<file path="config.mk">
export PLATFORM = sky130hd
export DESIGN_NAME = audio_mix_sched
export DESIGN_NICKNAME = d
export VERILOG_FILES = /design/src/rtl/audio_mix_sched.sv
export SDC_FILE = /design/constraint.sdc
export NUM_CORES = 1
export LEC_CHECK = 0
export BUFFER_PORTS_ARGS = -buffer_cell sky130_fd_sc_hd__buf_4
export CAP_MARGIN = 30
export CORE_UTILIZATION = 61
export DETAILED_ROUTE_END_ITERATION = 10
export GPL_TIMING_DRIVEN = 0
export PLACE_DENSITY = 0.82
export SETUP_SLACK_MARGIN = 0.5
export SLEW_MARGIN = 10
export SYNTH_ARGS = -nofsm -noshare
export SYNTH_HDL_FRONTEND = slang
export SYNTH_SLANG_ARGS = --single-unit
</file>
<file path="constraint.sdc">
create_clock -name clk -period 8.7 [get_ports clk]
set_clock_uncertainty 0.05 [all_clocks]
set_input_delay 0.87 -clock clk [delete_from_list [all_inputs] [get_ports clk]]
set_output_delay 0.87 -clock clk [all_outputs]
set_load 0.01 [all_outputs]
</file>
<file path="src/rtl/audio_mix_sched.sv">
`default_nettype none
// ============================================================================
// Module      : audio_mix_sched
// Description : Time-multiplexed audio mixer. Sums CHANNELS signed sources
//               through one shared multiply-accumulate, one channel per clock,
//               then floors, saturates and registers the mixed sample.
// Revision    : 1.0 - initial release
// ============================================================================
module audio_mix_sched #(
    parameter int AUDIO_DW = 16,
    parameter int CHANNELS = 4,
    parameter int VOL_W    = 8
) (
    input  logic                         clk,
    input  logic                         reset,
    input  logic                         sample_stb,
    input  logic [CHANNELS*AUDIO_DW-1:0] ch_data,
    input  logic [CHANNELS*VOL_W-1:0]    ch_vol,
    input  logic [CHANNELS-1:0]          ch_mute,
    output logic [AUDIO_DW-1:0]          mix_out,
    output logic                         mix_valid,
    output logic                         busy,
    output logic                         overrun,
    output logic [7:0]                   overrun_cnt
);

    localparam int c_IDX_W  = $clog2(CHANNELS);
    localparam int c_PROD_W = AUDIO_DW + VOL_W + 1;
    localparam int c_ACC_W  = c_PROD_W + c_IDX_W;
    localparam int c_FRAC_W = VOL_W - 1;

    localparam logic [c_IDX_W-1:0] c_LAST_IDX = c_IDX_W'(CHANNELS - 1);

    localparam logic signed [c_ACC_W-1:0] c_SAT_MAX =
        {{(c_ACC_W-AUDIO_DW+1){1'b0}}, {(AUDIO_DW-1){1'b1}}};
    localparam logic signed [c_ACC_W-1:0] c_SAT_MIN =
        {{(c_ACC_W-AUDIO_DW+1){1'b1}}, {(AUDIO_DW-1){1'b0}}};

    localparam logic [1:0] c_ST_IDLE  = 2'd0;
    localparam logic [1:0] c_ST_ACCUM = 2'd1;
    localparam logic [1:0] c_ST_SAT   = 2'd2;

    logic [1:0]                   state_q,     state_d;
    logic [c_IDX_W-1:0]           idx_q,       idx_d;
    logic signed [c_ACC_W-1:0]    acc_q,       acc_d;
    logic [CHANNELS*AUDIO_DW-1:0] data_q,      data_d;
    logic [CHANNELS*VOL_W-1:0]    vol_q,       vol_d;
    logic [CHANNELS-1:0]          mute_q,      mute_d;
    logic [AUDIO_DW-1:0]          mix_out_q,   mix_out_d;
    logic                         mix_valid_q, mix_valid_d;
    logic                         drop_q,      drop_d;
    logic                         overrun_q,   overrun_d;
    logic [7:0]                   ovr_cnt_q,   ovr_cnt_d;

    logic                         w_accept;
    logic [AUDIO_DW-1:0]          w_sel_data;
    logic [VOL_W-1:0]             w_sel_vol;
    logic                         w_sel_mute;
    logic signed [c_PROD_W-1:0]   w_raw_prod;
    logic [c_PROD_W-1:0]          w_prod;
    logic signed [c_ACC_W-1:0]    w_prod_ext;
    logic signed [c_ACC_W-1:0]    w_shifted;
    logic signed [c_ACC_W-1:0]    w_clamped;

    // ------------------------------------------------------------------
    // FSM: state register
    // ------------------------------------------------------------------
    always_ff @(posedge clk or posedge reset) begin
        if (reset) begin
            state_q <= c_ST_IDLE;
        end else begin
            state_q <= state_d;
        end
    end

    // ------------------------------------------------------------------
    // FSM: next-state logic
    // ------------------------------------------------------------------
    always_comb begin
        state_d = state_q;
        case (state_q)
            c_ST_IDLE:  if (sample_stb) state_d = c_ST_ACCUM;
            c_ST_ACCUM: if (idx_q == c_LAST_IDX) state_d = c_ST_SAT;
            c_ST_SAT:   state_d = c_ST_IDLE;
            default:    state_d = c_ST_IDLE;
        endcase
    end

    // ------------------------------------------------------------------
    // FSM: state-decoded outputs
    // ------------------------------------------------------------------
    always_comb begin
        busy     = (state_q != c_ST_IDLE);
        w_accept = (state_q == c_ST_IDLE) && sample_stb;
        drop_d   = (state_q != c_ST_IDLE) && sample_stb;
    end

    // Channel select from the snapshot taken when the strobe was accepted
    always_comb begin
        w_sel_data = '0;
        w_sel_vol  = '0;
        w_sel_mute = 1'b0;
        for (int k = 0; k < CHANNELS; k++) begin
            if (idx_q == c_IDX_W'(k)) begin
                w_sel_data = data_q[k*AUDIO_DW +: AUDIO_DW];
                w_sel_vol  = vol_q[k*VOL_W +: VOL_W];
                w_sel_mute = mute_q[k];
            end
        end
    end

    // Gain is unsigned, so it gets a zero sign bit before the signed multiply
    always_comb begin
        w_raw_prod = $signed(w_sel_data) * $signed({1'b0, w_sel_vol});
        w_prod     = w_sel_mute ? '0 : w_raw_prod;
        w_prod_ext = {{c_IDX_W{w_prod[c_PROD_W-1]}}, w_prod};
    end

    // Arithmetic shift floors toward minus infinity before clamping
    always_comb begin
        w_shifted = acc_q >>> c_FRAC_W;
        if (w_shifted > c_SAT_MAX) begin
            w_clamped = c_SAT_MAX;
        end else if (w_shifted < c_SAT_MIN) begin
            w_clamped = c_SAT_MIN;
        end else begin
            w_clamped = w_shifted;
        end
    end

    always_comb begin
        data_d      = data_q;
        vol_d       = vol_q;
        mute_d      = mute_q;
        acc_d       = acc_q;
        idx_d       = idx_q;
        mix_out_d   = mix_out_q;
        mix_valid_d = 1'b0;

        if (w_accept) begin
            data_d = ch_data;
            vol_d  = ch_vol;
            mute_d = ch_mute;
            acc_d  = '0;
            idx_d  = '0;
        end

        if (state_q == c_ST_ACCUM) begin
            acc_d = acc_q + w_prod_ext;
            idx_d = (idx_q == c_LAST_IDX) ? '0 : idx_q + 1'b1;
        end

        if (state_q == c_ST_SAT) begin
            mix_out_d   = w_clamped[AUDIO_DW-1:0];
            mix_valid_d = 1'b1;
        end
    end

    // A dropped strobe is flagged one cycle after it is seen
    always_comb begin
        overrun_d = drop_q;
        ovr_cnt_d = ovr_cnt_q;
        if (drop_q && (ovr_cnt_q != 8'hFF)) begin
            ovr_cnt_d = ovr_cnt_q + 8'd1;
        end
    end

    always_ff @(posedge clk or posedge reset) begin
        if (reset) begin
            idx_q       <= '0;
            acc_q       <= '0;
            data_q      <= '0;
            vol_q       <= '0;
            mute_q      <= '0;
            mix_out_q   <= '0;
            mix_valid_q <= 1'b0;
            drop_q      <= 1'b0;
            overrun_q   <= 1'b0;
            ovr_cnt_q   <= 8'd0;
        end else begin
            idx_q       <= idx_d;
            acc_q       <= acc_d;
            data_q      <= data_d;
            vol_q       <= vol_d;
            mute_q      <= mute_d;
            mix_out_q   <= mix_out_d;
            mix_valid_q <= mix_valid_d;
            drop_q      <= drop_d;
            overrun_q   <= overrun_d;
            ovr_cnt_q   <= ovr_cnt_d;
        end
    end

    assign mix_out     = mix_out_q;
    assign mix_valid   = mix_valid_q;
    assign overrun     = overrun_q;
    assign overrun_cnt = ovr_cnt_q;

endmodule
`default_nettype wire

</file>
==> metrics.txt <==
outcome complete, no violations; clock buffer depth 2; Setup violations, final 0; final max-slew violation count 0; WL met2 between 15000 and 20000 um; Sink Count around 160; asr flop ratio synth 1.00; worst-path maximum fanout 10; f_max ~120 MHz; die span in y around 150 um; Worst-path clk slew roughly 0.07 ns; cell area after synthesis 12800 um^2; hold crit path type in -> async; wl on met1 ~14000 um; PortBufs 129; maxcap violations 0; Layout Nets 2050; first-pass GRT wire length 56900 um; RSZ-0062 raised after global routing yes; Mapped Cells between 1500 and 2000; H-Tree Depth 4; synthesis-stage register bit count about 160; syn_area_per_cell approximately 8.0 um^2; worst reg2reg path depth 33; Netlist cell types 65; FILL cells approximately 1500; ranking of synthesized cells by area dfrtp_1 31%, fa_1 16%, nand2_1 13%; GRT overflow 0; initial DRC count between 800 and 900; DP HPWL between 20000 and 30000 um; total number of vias ~12000; layout cells sized above 1 0.167; post-synthesis sequential area ratio 0.309; most frequent cells after synthesis 455 x nand2_1, 179 x inv_1, 158 x dfrtp_1, 156 x nor2_1, 103 x fa_1; Worst Max-Slew Pin Slew between 0.7 and 0.8 ns; EDFF count, synth 0; Post-DRT Antenna Nets 0; DR WL met3 ~2400 um; row cnt 52; Worst EP arrival about 8.3 ns; clk_lat worst skew 0.44 ns; area grow syn2layout 20.5%; vias in the first global route around 12000; YS warnings 0; initial antenna violation count 0; fin cells between 2000 and 2500; CP max stage delay 0.54 ns; CTS tree built; flop-to-flop setup slack 0.61 ns; DR top layer met4; Fin. Hold Viols 0; Core Region approximately 20000 um^2; Tmin final a little over 8 ns; ant diodes 0; class of the most critical setup path reg -> reg; DR DRC count 0; chip width about 150 um; Clock Tree Root clkbuf_16; largest net degree at the start of global routing about 120; Tcrit/Tclk final 0.930; Starting Density 0.627; vias per cell 5.68; syn_nets 1883; Crit. End Element flip-flop; DP Cell Count between 1500 and 2000; Routability Congestion approximately 0.95; CP required 8.94 ns; WL final 35700 um; CP max-delay cell fa_1; Yosys top cell area share 0.309; Util after Layout 0.755; DR WL/cell 17.5 um; Total GRT Usage 0.336; most frequent cell after synthesis nand2_1; Main synth FF type dfrtp_1; CTS buffer count 17; Worst Setup Start Kind flip-flop; Pre-antenna DRT Iters 8; Slew HR 0.490; Ports 130; Die Area between 20000 and 25000 um^2; area leader, netlist dfrtp_1
-- final timing paths --
path | startpoint | to
worst min-delay path | reset | overrun_cnt[4]
worst max-delay path | idx_q[0] | acc_q[25]
max in group asynchronous | reset | data_q[57]
min in group clk | drop_q | overrun
worst max register to register | idx_q[0] | acc_q[25]
worst min register to register | drop_q | overrun
-- cells in the final DEF, fill, tap and decap left out, types with 7 or more instances in the layout --
| master | count |
|---|---|
| dfrtp_1 | 157 |
| xnor2_1 | 23 |
| nand3_1 | 31 |
| a21oi_1 | 71 |
| nand2b_1 | 11 |
| o21ai_0 | 61 |
| nor2_2 | 13 |
| clkbuf_1 | 39 |
| o21a_1 | 7 |
| nor2_1 | 142 |
| buf_4 | 151 |
| clkbuf_16 | 17 |
| inv_1 | 177 |
| a211oi_1 | 8 |
| clkbuf_2 | 10 |
| ha_1 | 70 |
| a21o_1 | 22 |
| nand2_1 | 455 |
| xor2_1 | 24 |
| fa_1 | 103 |
| a21oi_4 | 10 |
| nand4_1 | 7 |
| nor3_1 | 7 |
| a21oi_2 | 14 |
| ha_4 | 7 |
| o21ai_2 | 7 |
| nor2b_1 | 17 |
-- stage by stage --
step	cell area, um^2	hold WS, ns	setup slack, ns	TNS (ns)
after floorplan	12800	0.304	0.783	0
after global placement	14100	0.322	-0.540	-1.41
after detailed placement	14100	0.327	-0.777	-2.50
after CTS	15100	0.342	0.483	0
after global routing	15400	0.349	0.347	0
final	15400	0.337	0.612	0
-- critical path: cells and delay by family (launching register included) --
kind                       cells  cell delay (ns)
xor gates and xnor gates       2             0.31
DFF                            1             0.45
adders and majority gates      8             3.28
buffers and inverters          6             0.94
and+or+nand+nor                6             0.98
AOI/OAI and AO/OA             11             1.93
-- kinds of logic after synthesis --
| kind of cell | share of synthesized area |
|---|---|
| adders and majority gates | 0.240 |
| muxes | 0.00166 |
| xor gates and xnor gates | 0.0321 |
| and+or+nand+nor | 0.227 |
| buffers and inverters | 0.0741 |
| DFF | 0.309 |
| AOI/OAI and AO/OA | 0.116 |
-- cell type report --
type	count	area (um^2)	share of cell area
inverters	180	683	0.0443
clock buffers	17	425	0.0276
flip-flops and latches	158	3960	0.256
multi-input cells	1191	8360	0.542
clock inverters	15	175	0.0114
plain buffers	68	358	0.0232
well taps	270	338	0.0219
repair buffers	148	1130	0.0735
-- sequential cells by signal, summed over array words and instances, names as in the netlist, 2 cells and up --
| signal | flops |
|---|---|
| mute_q | 4 |
| vol_q | 32 |
| acc_q | 27 |
| state_q | 2 |
| overrun_cnt | 8 |
| mix_out | 16 |
| idx_q | 2 |
| data_q | 64 |
-- metal layers --
layer | vias up | global-route usage
met4 | 0 | 0.165
li1 | 5393 | -
met2 | 547 | 0.557
met1 | 5561 | 0.429
met3 | 129 | 0.0578
met5 | - | 0
-- what timing repair did --
action / 4_1_cts / 5_1_grt
setup endpoints to repair: 13 / 11
resized for setup: 86 / 71
pin swaps: 4 / 22
hold buffers: 0 / 0
buffers inserted: 6 / 11
cloned: 0 / 1
Power is left out: the tool's default activity adds up to more than one toggle a clock period on the data nets, which glitch-free logic cannot reach.
